**config.mk**
```make
export PLATFORM = sky130hd
export DESIGN_NAME = subtracter_n_flat
export DESIGN_NICKNAME = d
export VERILOG_FILES = /design/src/rtl/subtracter_n_if.sv /design/src/rtl/subtracter_n.sv /design/src/flat_wrapper.sv
export SDC_FILE = /design/constraint.sdc
export NUM_CORES = 1
export LEC_CHECK = 0
export CELL_PAD_IN_SITES_DETAIL_PLACEMENT = 0
export CELL_PAD_IN_SITES_GLOBAL_PLACEMENT = 1
export CORE_MARGIN = 5
export CORE_UTILIZATION = 33
export DETAILED_ROUTE_END_ITERATION = 7
export PLACE_DENSITY_LB_ADDON = 0.12
export REMOVE_ABC_BUFFERS = 1
export SYNTH_ARGS = -nofsm -noshare
export SYNTH_HDL_FRONTEND = slang
export SYNTH_SLANG_ARGS = --single-unit
```
**constraint.sdc**
```tcl
create_clock -name clk -period 1.4 [get_ports clk]
set_input_delay 0.14 -clock clk [delete_from_list [all_inputs] [get_ports clk]]
set_output_delay 0.14 -clock clk [all_outputs]
set_load 0.01 [all_outputs]
```
**src/rtl/subtracter_n_if.sv**
```systemverilog
// Operand/result bundle for subtracter_n: operands under in_valid, registered
// difference and status flags under out_valid.
interface subtracter_n_if #(
  parameter int WIDTH = 8
);
  logic             in_valid;
  logic [WIDTH-1:0] a;
  logic [WIDTH-1:0] b;
  logic             out_valid;
  logic [WIDTH-1:0] y;
  logic             borrow;
  logic             overflow;
  logic             zero;

  modport master (
    output in_valid, a, b,
    input  out_valid, y, borrow, overflow, zero
  );

  modport slave (
    input  in_valid, a, b,
    output out_valid, y, borrow, overflow, zero
  );
endinterface

```
**src/rtl/subtracter_n.sv**
```systemverilog
// Registered WIDTH-bit subtractor y = a - b built from a ripple-borrow chain of
// full-subtractor cells, with borrow, signed-overflow and zero flags.
module subtracter_n #(
  parameter int WIDTH = 8
) (
  input logic           clk,
  input logic           rst_n,
  subtracter_n_if.slave bus
);

  localparam int MSB = WIDTH - 1;

  logic [WIDTH:0]   bchain;
  logic [WIDTH-1:0] d;
  logic             core_borrow;
  logic             core_overflow;
  logic             core_zero;

  assign bchain[0] = 1'b0;

  for (genvar i = 0; i < WIDTH; i++) begin : g_cell
    assign d[i]          = bus.a[i] ^ bus.b[i] ^ bchain[i];
    assign bchain[i + 1] = (~bus.a[i] & bus.b[i]) | (~(bus.a[i] ^ bus.b[i]) & bchain[i]);
  end

  assign core_borrow   = bchain[WIDTH];
  // Operands of differing sign whose result sign departs from the minuend's.
  assign core_overflow = (bus.a[MSB] != bus.b[MSB]) && (d[MSB] != bus.a[MSB]);
  assign core_zero     = ~|d;

  // NOTE: state updates use non-blocking assignments so every register samples
  // the pre-edge values; blocking here would create order-dependent races.
  always_ff @(posedge clk or negedge rst_n) begin
    if (!rst_n) begin
      bus.out_valid <= 1'b0;
      bus.y         <= '0;
      bus.borrow    <= 1'b0;
      bus.overflow  <= 1'b0;
      bus.zero      <= 1'b1;
    end else begin
      bus.out_valid <= bus.in_valid;
      // Load only on valid so idle (possibly X) operands never reach the outputs.
      if (bus.in_valid) begin
        bus.y        <= d;
        bus.borrow   <= core_borrow;
        bus.overflow <= core_overflow;
        bus.zero     <= core_zero;
      end
    end
  end

endmodule

```
**src/flat_wrapper.sv**
```systemverilog
// flat-port wrapper written by rule: the top's interface ports become plain ports
module subtracter_n_flat 
#(
  parameter int WIDTH = 8
)
  (clk, rst_n, bus_in_valid, bus_a, bus_b, bus_out_valid, bus_y, bus_borrow, bus_overflow, bus_zero);
  subtracter_n_if #(.WIDTH(WIDTH)) bus_i ();
  input logic clk;
  input logic rst_n;
  input wire logic [$bits(bus_i.in_valid)-1:0] bus_in_valid;
  input wire logic [$bits(bus_i.a)-1:0] bus_a;
  input wire logic [$bits(bus_i.b)-1:0] bus_b;
  output wire logic [$bits(bus_i.out_valid)-1:0] bus_out_valid;
  output wire logic [$bits(bus_i.y)-1:0] bus_y;
  output wire logic [$bits(bus_i.borrow)-1:0] bus_borrow;
  output wire logic [$bits(bus_i.overflow)-1:0] bus_overflow;
  output wire logic [$bits(bus_i.zero)-1:0] bus_zero;
  assign bus_i.in_valid = bus_in_valid;
  assign bus_i.a = bus_a;
  assign bus_i.b = bus_b;
  assign bus_out_valid = bus_i.out_valid;
  assign bus_y = bus_i.y;
  assign bus_borrow = bus_i.borrow;
  assign bus_overflow = bus_i.overflow;
  assign bus_zero = bus_i.zero;
  subtracter_n #(.WIDTH(WIDTH)) u_core (.clk(clk), .rst_n(rst_n), .bus(bus_i));
endmodule
```
# After elaboration in Yosys (flattened, before gate mapping)
# Cells that the tools add are included.
totals:
  regBits: 12
  input_bits: 19
  output_inout_bits: 12
classes:
  bitwise: 52
  n_reduce_logical: 3
  eq_ne: 2
ops:
  columns: ["op", "count"]
  rows:
  - ["1-bit bitwise AND", 15]
  - ["1-bit inverter", 15]
  - ["1-bit bitwise XOR", 15]
  - ["8-bit OR reduction", 1]
  - ["1-bit bitwise OR", 7]
  - ["1-bit inequality test", 2]
  - ["1-bit logical AND", 1]
  - ["1-bit logical NOT", 1]

# Logic depth before layout (Yosys ltp)
# Gate-level depths: netlist (run 1).
depth:
  ltp_word: 17
  ltp_mapped: 12
  ltp_nobuf: 12

# Worst setup path before layout (run 1)
# Ideal clock, no wire load.
synth_path:
  path_kind: "input -> register"
  start: "in bus_a[0]"
  end: "reg u_core.bus.zero"
  setup_time_ps: 89
  required_time_ps: 1311
  setup_slack_ps: -2164
  arrival_time_ps: 3475
  cell_stages: 12
  cell_sequence: "inv_1 > ha_1 > fa_1 > fa_1 > fa_1 > fa_1 > fa_1 > fa_1 > inv_1 > fa_1 > nand2b_1 > o32ai_2"
synth_between:
  elab_chain_cells: 17
  word_cells_on_any_way: 24
synth_lines:
  columns: ["item", "line_no", "text"]
  rows:
  - ["start, declared", "flat_wrapper.sv:11", "input wire logic [$bits(bus_i.a)-1:0] bus_a;"]
  - ["1-bit inverter", "subtracter_n.sv:23", "assign bchain[i + 1] = (~bus.a[i] & bus.b[i]) | (~(bus.a[i] ^ bus.b[i]) & bchain[i]);"]
  - ["1-bit bitwise AND (2 in series)", "subtracter_n.sv:23", null]
  - ["1-bit bitwise OR", "subtracter_n.sv:23", null]
  - ["1-bit bitwise AND", "subtracter_n.sv:23", null]
  - ["1-bit bitwise OR", "subtracter_n.sv:23", null]
  - ["1-bit bitwise AND", "subtracter_n.sv:23", null]
  - ["1-bit bitwise OR", "subtracter_n.sv:23", null]
  - ["1-bit bitwise AND", "subtracter_n.sv:23", null]
  - ["1-bit bitwise OR", "subtracter_n.sv:23", null]
  - ["1-bit bitwise AND", "subtracter_n.sv:23", null]
  - ["1-bit bitwise OR", "subtracter_n.sv:23", null]
  - ["1-bit bitwise AND", "subtracter_n.sv:23", null]
  - ["1-bit bitwise OR", "subtracter_n.sv:23", null]
  - ["1-bit bitwise XOR", "subtracter_n.sv:22", "assign d[i] = bus.a[i] ^ bus.b[i] ^ bchain[i];"]
  - ["via u_core.d[7]", "subtracter_n.sv:14", "logic [WIDTH-1:0] d;"]
  - ["8-bit OR reduction", "subtracter_n.sv:29", "assign core_zero = ~|d;"]
  - ["1-bit logical NOT", "subtracter_n.sv:29", null]
  - ["end signal, assigned", "subtracter_n.sv:47", "bus.zero <= core_zero;"]
  - ["end, declared", "subtracter_n_if.sv:22", "output out_valid, y, borrow, overflow, zero"]
# The timed path passes the listed nets, and every way through them passes these cells.
# A chain may end at the register's enable or synchronous reset.

# Worst setup path after layout (run 1)
# Same ends and word-level chain as after synthesis.

==> results of run 1 <==
-- cell type report --
cell class | instances | area (µm²)
flip-flops and latches | 12 | 301.5
clock buffers | 4 | 36.28
fillers | 174 | 819.5
multi-input cells | 25 | 352.8
repair buffers | 37 | 360.3
inverters | 20 | 77.57
well taps | 27 | 33.78
-- repair_timing --
item	4_1_cts	5_1_grt
endpoints found under the setup margin	10	8
pin swaps	11	6
gates resized for setup	26	4
setup buffers	0	1
-- metal layers --
layer | vias up | track usage
met4 | 0 | 0.01017
li1 | 251 | -
met5 | - | 0
met1 | 252 | 0.1073
met2 | 18 | 0.1886
met3 | 0 | 0.05800
-- placed cells by master (no fill, tap or decap), types with 2 or more instances in the layout --
cell type	synthesis	routed
clkdlybuf4s50_1	0	25
inv_1	20	17
dfrtp_1	11	11
mux2i_1	8	7
fa_2	0	7
buf_4	0	5
buf_6	1	4
clkbuf_4	0	3
inv_2	0	2
dlygate4sd2_1	0	2
-- power breakdown --
part,internal (mW),switching (mW),leakage (nW)
registers,0.410,0.0323,0.140
clock network,0.158,0.121,0.0210
logic,0.280,0.177,0.388
total,0.848,0.331,0.549
-- worst register-to-register path, stage by stage (launching register included) --
cell and delay [ns]:
dfstp_2 0.54, inv_1 0.04, o32ai_2 0.11
-- logic make-up (layout without fill, tap and decap cells) --
kind of cell               after synthesis  after routing  share of synthesized area
buffers and inverters                   21             61                     0.1234
DFF                                     12             12                     0.4311
adders and majority gates                9              9                     0.2361
muxes                                    9              9                     0.1306
and+or+nand+nor                          4              4                    0.03399
AOI/OAI and AO/OA                        2              2                    0.03221
xor gates and xnor gates                 1              1                    0.01252
-- final timing paths --
kind / startpoint / to / slack [ns]
max: bus_a[0] / u_core.bus.zero / -1.73
min: rst_n / u_core.bus.out_valid / 0.16
max reg2reg: u_core.bus.zero / u_core.bus.zero / 0.63
min reg2reg: u_core.bus.zero / u_core.bus.zero / 0.50
max in group asynchronous: rst_n / u_core.bus.zero / 1.01
min in group clk: bus_b[0] / u_core.bus.y[0] / 0.16
-- sequential cells by signal, summed over array words and instances (netlist names) --
signal and flops:
u_core.bus.y 8, u_core.bus.borrow 1, u_core.bus.out_valid 1, u_core.bus.overflow 1, u_core.bus.zero 1
==> results.md, run 1 <==
* Status: finished, violations left
* Failing checks: negative setup slack
* Chip width at 56.04 µm
* Clock sink count at 12
* Count of final max-slew check failures at 0
* Met3 WL at 123 µm
* Ant. Diodes at 0
* Die ar. at between 3000 and 4000 µm²
* Via count at 521
* Leading area contributor after synthesis: dfrtp_1
* Crit-path cells: buf_6 -> inv_4 -> ha_4 -> fa_2 -> fa_2 -> fa_2 -> fa_2 -> fa_2 -> fa_2 -> inv_2 -> fa_2 -> nand2b_4 -> o32ai_2
* Initial core utilization at 0.3529
* First-pass GRT wire length at 2546 µm
* Syn avg cell area at around 12 µm²
* Overflow after GRT at 0
* Worst min path class: input pin to async pin
* Largest net degree at the start of global routing at 13
* GRT Util Overall at 0.1038
* Layout area overhead at 66.19%
* Top Layer Used: met3
* Final HPWL DP at 1234 µm
* Crit Path Class: input pin to flip-flop
* Cells after synthesis at a little under 60
* Later-pin clock latency in the skew report at between 0.2 and 0.3 ns
* Max-cap violations at 0
* WP data arrival at 3.32 ns
* Most common cell in the synthesized netlist: inv_1
* Count of cell types in the netlist at 14
* Clk buf depth at 2
* Design Area, Final at 1162 µm²
* Pin slew with the least headroom to its limit at 0.3363 ns
* Layout Nets at between 100 and 150
* Pre-Repair DR Iteration Count at 1
* Core Region at between 1500 and 2000 µm²
* DR WL/cell at 11.49 µm
* VDD IR-drop max at 710.0 µV
* WP depth at 13
* Period utilization at 2.235
* CTS tree: built
* Hold buffers post-CTS at 0
* Crit-path max FO at 3
* Pwr Total at 1.178 mW
* Hold Vio Cnt, Final at 0
* Post-synth top cells: 20 x inv_1, 11 x dfrtp_1, 8 x mux2i_1
* Root buffer cell: clkbuf_4
* Req. time, crit path at 1.59 ns
* Drt initial violations at 0
* Top cell type's share of synthesized area at 0.3936
* Final setup vio count at 8
* Io pins at 31
* Share of layout cells above drive strength 1 at 0.2959
* DP Area at 1075 µm²
* Antenna violations before repair at 0
* Most used cell, CP: fa_2
* Final core occ at 0.5865
* Final setup margin at -1.730 ns
* Placed Cells at 121
* FP Rows at 16
* Mapped Area at 699.4 µm²
* H-tree depth at 1
* Cells on worst reg2reg path at 2
* IO Port Bufs at 30
* Top delay family on crit path: adder cells
* Clock period minus worst slack at 3.130 ns
* Worst Setup End Kind: flip-flop
* RSZ-0062 raised after global routing: yes
* Max incr delay on CP at between 0.4 and 0.5 ns
* Max-slew headroom at 0.7751
* Final WL at 1436 µm
* Worst-path clk slew at 0.08 ns
* Critical-path top delay cell: fa_2
* Post-synth EDFFs at 0
* DRC at 0
* Routability-driven placement congestion ratio at 0.6739
* Vias in the first global route at 605
* Post-Layout Cell Count at 125
* Pleak at between 0.5 and 0.6 nW
* Vias per std cell at 4.168
* PwrDens at 1014 nW/µm²
* Fmax at 319.5 MHz
* Synth Warn # at 0
* Met1 WL at about 460 µm
* Asr flop ratio synth at 1.000
* #FFs+latches synth at 12
* Top post-synthesis cells by area: dfrtp_1 39%, fa_1 20%, mux2i_1 11%, inv_1 11%, dfstp_2 3.8%
* Crit start category: input pin
* WHS at 0.1566 ns
* Setup Skew at 0 ns
* Setup_tns at -9.043 ns
* Buf+Inv Stages, Crit Path at 3
* Die height at ~56 µm
* CTS Buf Count at 3
* ANT nets after route at 0
* Main synth FF type: dfrtp_1
* WL met2 at 857 µm
* Dpl ws at -2.814 ns
* Post-synthesis sequential area ratio at 0.4311
Note: power is estimated with default switching activity, not from simulation.
==> run 2: changes to the inputs <==
CORE_UTILIZATION = 30   (was 33)
clock period = 3 ns   (was 1.4 ns; I/O delays follow)
==> run 2 against run 1 <==
- the run still ends with negative setup slack left
- utilization is 7.6 points lower
- count of clock-buffer cells in the layout unchanged
- non-clock buffer count shrank 4
- first-iteration DRC count unchanged
- sequential power is 53% lower
- critical endpoint is now u_core.bus.overflow
==> results.md, run 2 (synthesis gave the netlist of run 1 again) <==
* RSZ-0062 raised after global routing: yes
* Share of layout cells above drive strength 1 at 0.2660
* H-tree depth at 1
* Crit-path max FO at 3
* Overflow after GRT at 0
* Max-slew headroom at 0.4825
* Pin slew with the least headroom to its limit at 0.7738 ns
* VDD IR-drop max at between 300 and 400 µV
* Max FFs per register at 8
* Root buffer cell: clkbuf_4
* Chip width at 58.29 µm
* Die height at 58.29 µm
* Failing checks: negative setup slack
* Reg area at 301.5 µm²
* Final WL at 1442 µm
* Setup_tns at -0.8900 ns
* FP Rows at 17
* Multi-input logic area at 354.1 µm²
* Setup Skew at 0 ns
* CTS tree: built
* DRC at 0
* Pre-Repair DR Iteration Count at 1
* First-pass GRT wire length at 2380 µm
* Dpl ws at -1.375 ns
* Vias in the first global route at 546
* Crit-path cells: buf_6 -> inv_4 -> ha_4 -> fa_2 -> fa_2 -> fa_2 -> fa_2 -> fa_2 -> fa_2 -> inv_2 -> fa_1 -> buf_6 -> xnor2_2 -> o22ai_1
* Clk buf depth at 2
* ANT nets after route at 0
* Final HPWL DP at 1151 µm
* Worst Setup End Kind: flip-flop
* Vias per std cell at 4.270
* Pleak at 0.5305 nW
* PwrDens at a little under 500 nW/µm²
* WHS at 0.3192 ns
* Crit Path Class: input pin to flip-flop
* Most flop-heavy register: u_core.bus.y
* Drt initial violations at 0
* DR WL/cell at 11.82 µm
* Req. time, crit path at 3.13 ns
* WP data arrival at between 3 and 4 ns
* Top delay family on crit path: adder cells
* Largest net degree at the start of global routing at 15
* Max incr delay on CP at 0.45 ns
* Routability-driven placement congestion ratio at 0.6511
* Buf+Inv Stages, Crit Path at 4
* Most used cell, CP: fa_2
* Layout area overhead at 61.36%
* Via count at 521
* CTS Buf Count at 3
* Io pins at 31
* Initial core utilization at 0.3162
* Crit start category: input pin
* IO Port Bufs at 30
* Final setup vio count at 3
* Ant. Diodes at 0
* Reg2reg setup slack at 2.22 ns
* Layout Nets at 123
* Clock period minus worst slack at 3.334 ns
* Hold Vio Cnt, Final at 0
* Worst-path clk slew at ~0.070 ns
* Core Region at 2212 µm²
* Clock sink count at 12
* Later-pin clock latency in the skew report at 0.28 ns
* Period utilization at 1.111
* Layout fillers at 221
* Antenna violations before repair at 0
* Die ar. at 3397 µm²
* Status: finished, violations left
* Most frequent cells in the layout: 26 x clkdlybuf4s50_1, 17 x inv_1, 11 x dfrtp_1
* Final setup margin at -0.3336 ns
* DP Area at 1046 µm²
* Design Area, Final at 1129 µm²
* Count of final max-slew check failures at 0
* Worst min path class: input pin to flip-flop
* Critical-path top delay cell: fa_1
* Fmax at 300.0 MHz
* Most common cell after layout, fill and taps aside: clkdlybuf4s50_1
* GRT Util Overall at 0.09535
* Max-cap violations at 0
[run 2: report_power, final]
| part | total (mW) | switching, mW | internal (mW) |
|---|---|---|---|
| sequential | 0.207 | 0.0153 | 0.192 |
| combinational | 0.208 | 0.0805 | 0.127 |
| clock | 0.128 | 0.0541 | 0.0740 |
| total | 0.543 | 0.150 | 0.393 |
[run 2: worst paths after layout]
check | from | to | cells past startpoint
max | bus_a[0] | u_core.bus.overflow | 14
min | bus_b[0] | u_core.bus.y[0] | 3
max reg2reg | u_core.bus.zero | u_core.bus.zero | 2
min reg2reg | u_core.bus.zero | u_core.bus.zero | 2
max in group asynchronous | rst_n | u_core.bus.zero | 1
min in group asynchronous | rst_n | u_core.bus.out_valid | 1
[run 2: final cells by class]
cell class	count	share of cell area
multi-input cells	25	0.3137
repair buffers	33	0.2871
flip-flops and latches	12	0.2672
inverters	20	0.06874
clock buffers	4	0.03215
well taps	28	0.03104
[run 2: worst register-to-register path, cell delays in order (launching register included)]
cell and delay [ns]:
dfstp_2 0.54, inv_1 0.05, o32ai_2 0.11
[run 2: routing by layer]
metal / routed length, µm / up-vias / track usage / part of all wire
li1: - / 245 / - / -
met1: 551 / 257 / 0.1096 / 0.38
met2: 763 / 16 / 0.1435 / 0.53
met3: 103 / 3 / 0.04900 / 0.071
met4: 23 / 0 / 0.04967 / 0.016
met5: 0 / - / 0 / 0
[run 2: per-stage QoR]
step                utilization  std cells  total power, mW
floorplan                     -         57           0.2857
global placement         0.4729        118           0.4047
detailed placement       0.4729        118           0.4072
CTS                      0.5102        122           0.5564
global route             0.5102        122           0.5855
finish                   0.5102        122           0.5428
[run 2: timing repair]
item                                    CTS  global route
endpoints found under the setup margin    6             4
gates resized for setup                  24             4
hold buffers                              0             0
pin swaps                                11            10
setup buffers                             0             0
==> run 3: changes to the inputs <==
CORE_MARGIN = not set   (was 5)
CORE_UTILIZATION = 33   (was 30)
clock period = 4 ns   (was 3 ns; I/O delays follow)
==> run 3 against run 2 <==
- the run now ends clean
- sequential cell count did not move
- sequential power shrank 25%
- first-iteration DRC count rose by 1
- clock skew did not move
- register-to-register slack improved by 1.0 ns
- design area is 3.8% lower
- non-clock buffer count is 2 lower
- hold slack gained 0.15 ns
- global-route usage up 3.9 points
- critical path depth shrank 1
- utilization up 3.8 points
- largest power group is now registers
==> results.md, run 3 (synthesis gave the netlist of run 1 again) <==
* Most common cell after layout, fill and taps aside: clkdlybuf4s50_1
* WP data arrival at 4.08 ns
* Die ar. at 2307 µm²
* Core Region at 1982 µm²
* DR WL/cell at 10.29 µm
* Layout Nets at 121
* H-tree depth at 1
* Pin slew with the least headroom to its limit at 0.6910 ns
* Die height at 48.04 µm
* Vias in the first global route at around 460
* Largest net degree at the start of global routing at 15
* Hold Vio Cnt, Final at 0
* Most flop-heavy register: u_core.bus.y
* Most frequent cells in the layout: 30 x clkdlybuf4s50_1, 20 x inv_1, 11 x dfrtp_1
* PwrDens at 363.8 nW/µm²
* First-pass GRT wire length at 1987 µm
* Pre-Repair DR Iteration Count at 2
* Initial core utilization at 0.3529
* FP Rows at 16
* Antenna violations before repair at 0
* ANT nets after route at 0
* Worst min path class: input pin to async pin
* Drt initial violations at 1
* Final HPWL DP at 972.5 µm
* Fmax at roughly 260 MHz
* Later-pin clock latency in the skew report at 0.27 ns
* Crit-path max FO at 2
* VDD IR-drop max at 310.2 µV
* Crit start category: input pin
* Overflow after GRT at 0
* IO Port Bufs at 30
* Crit-path cells: clkdlybuf4s50_1 -> inv_1 -> ha_1 -> fa_2 -> fa_2 -> fa_2 -> fa_2 -> fa_2 -> fa_1 -> inv_1 -> fa_1 -> buf_4 -> mux2_2
* Ant. Diodes at 0
* Max FFs per register at 8
* Req. time, crit path at 4.16 ns
* Root buffer cell: clkbuf_4
* Pleak at slightly above 0.5 nW
* CTS Buf Count at 3
* Setup Skew at 0 ns
* Placed Cells at 114
* WHS at roughly 0.47 ns
* Final WL at approximately 1200 µm
* Via count at 503
* Vias per std cell at 4.227
* Period utilization at 0.9803
* Worst-path clk slew at about 0.08 ns
* Clk buf depth at 2
* Critical-path top delay cell: clkdlybuf4s50_1
* DRC at 0
* Count of final max-slew check failures at 0
* CTS tree: built
* Status: finished, final reports clean
* Clock period minus worst slack at approximately 3.9 ns
* Final setup vio count at 0
* Layout area overhead at 55.28%
* Most used cell, CP: fa_2
* Crit Path Class: input pin to flip-flop
* Share of layout cells above drive strength 1 at 0.1522
* Chip width at 48.04 µm
* RSZ-0062 raised after global routing: no
* GRT Util Overall at 0.1340
* Io pins at 31
* Max incr delay on CP at 0.45 ns
* Hold buffers post-CTS at 0
* Max-slew headroom at 0.5379
* Routability-driven placement congestion ratio at 0.6732
* Post-Layout Cell Count at 119
* Max-cap violations at 0
* Final core occ at 0.5480
* Worst Setup End Kind: flip-flop
* Clock sink count at 12
run 3: cell types whose count changed in the layout (fill, tap and decap cells not counted), moves of 2 or more:
cell	change
clkdlybuf4s50_1	+4
buf_6	-3
inv_1	+3
inv_2	-2
run 3: repair_timing:
action,4_1_cts,5_1_grt
gates resized for setup,4,2
endpoints found under the setup margin,3,3
pin swaps,1,2
gates cloned,0,0
setup buffers,1,0
run 3: routing by layer:
metal  wire length, µm  vias up  GRT usage
met2               600       20     0.1973
met1               526      238     0.1686
met3                86        2    0.06792
met5                 0        -          0
met4                11        0    0.05000
li1                  -      243          -
run 3: worst max-delay path, delay by kind of cell:
family	cells	cell delay, ns
adders and majority gates	8	2.69
buffers and inverters	4	0.74
muxes	1	0.25
run 3: final timing paths:
kind / slack [ns] / start / cells after the start / endpoint
worst max-delay path: 0.08 / bus_a[0] / 13 / u_core.bus.y[7]
worst max register to register: 3.23 / u_core.bus.zero / 2 / u_core.bus.zero
worst min-delay path: 0.47 / rst_n / 1 / u_core.bus.y[6]
max in group asynchronous: 3.16 / rst_n / 1 / u_core.bus.zero
worst min register to register: 0.50 / u_core.bus.zero / 2 / u_core.bus.zero
min in group clk: 0.50 / u_core.bus.zero / 2 / u_core.bus.zero
run 3: metrics by stage:
stage          TNS, ns  total power, mW  instance area [µm²]  setup WS [ns]
6_report             0           0.3951                 1086        0.07863
2_1_floorplan        0           0.2143                688.2         0.1756
4_1_cts              0           0.3993                 1076        0.02120
3_3_place_gp    -1.073           0.2938                 1022        -0.4419
3_5_place_dp    -1.258           0.2953                 1022        -0.5165
5_1_grt              0           0.4219                 1086       0.002376
run 3: layout make-up:
class                      instances  area (µm²)
fill                             184       895.9
inverter                          20       75.07
timing repair buffer              31       307.8
tap                               27       33.78
clock buffer                       4       36.28
sequential                        12       301.5
multi-input combinational         25       331.6
run 3: where the power goes:
group / total (mW) / internal [mW] / switching (mW)
Clock: 0.0969 / 0.0553 / 0.0416
Combinational: 0.143 / 0.0867 / 0.0567
Sequential: 0.155 / 0.144 / 0.0113
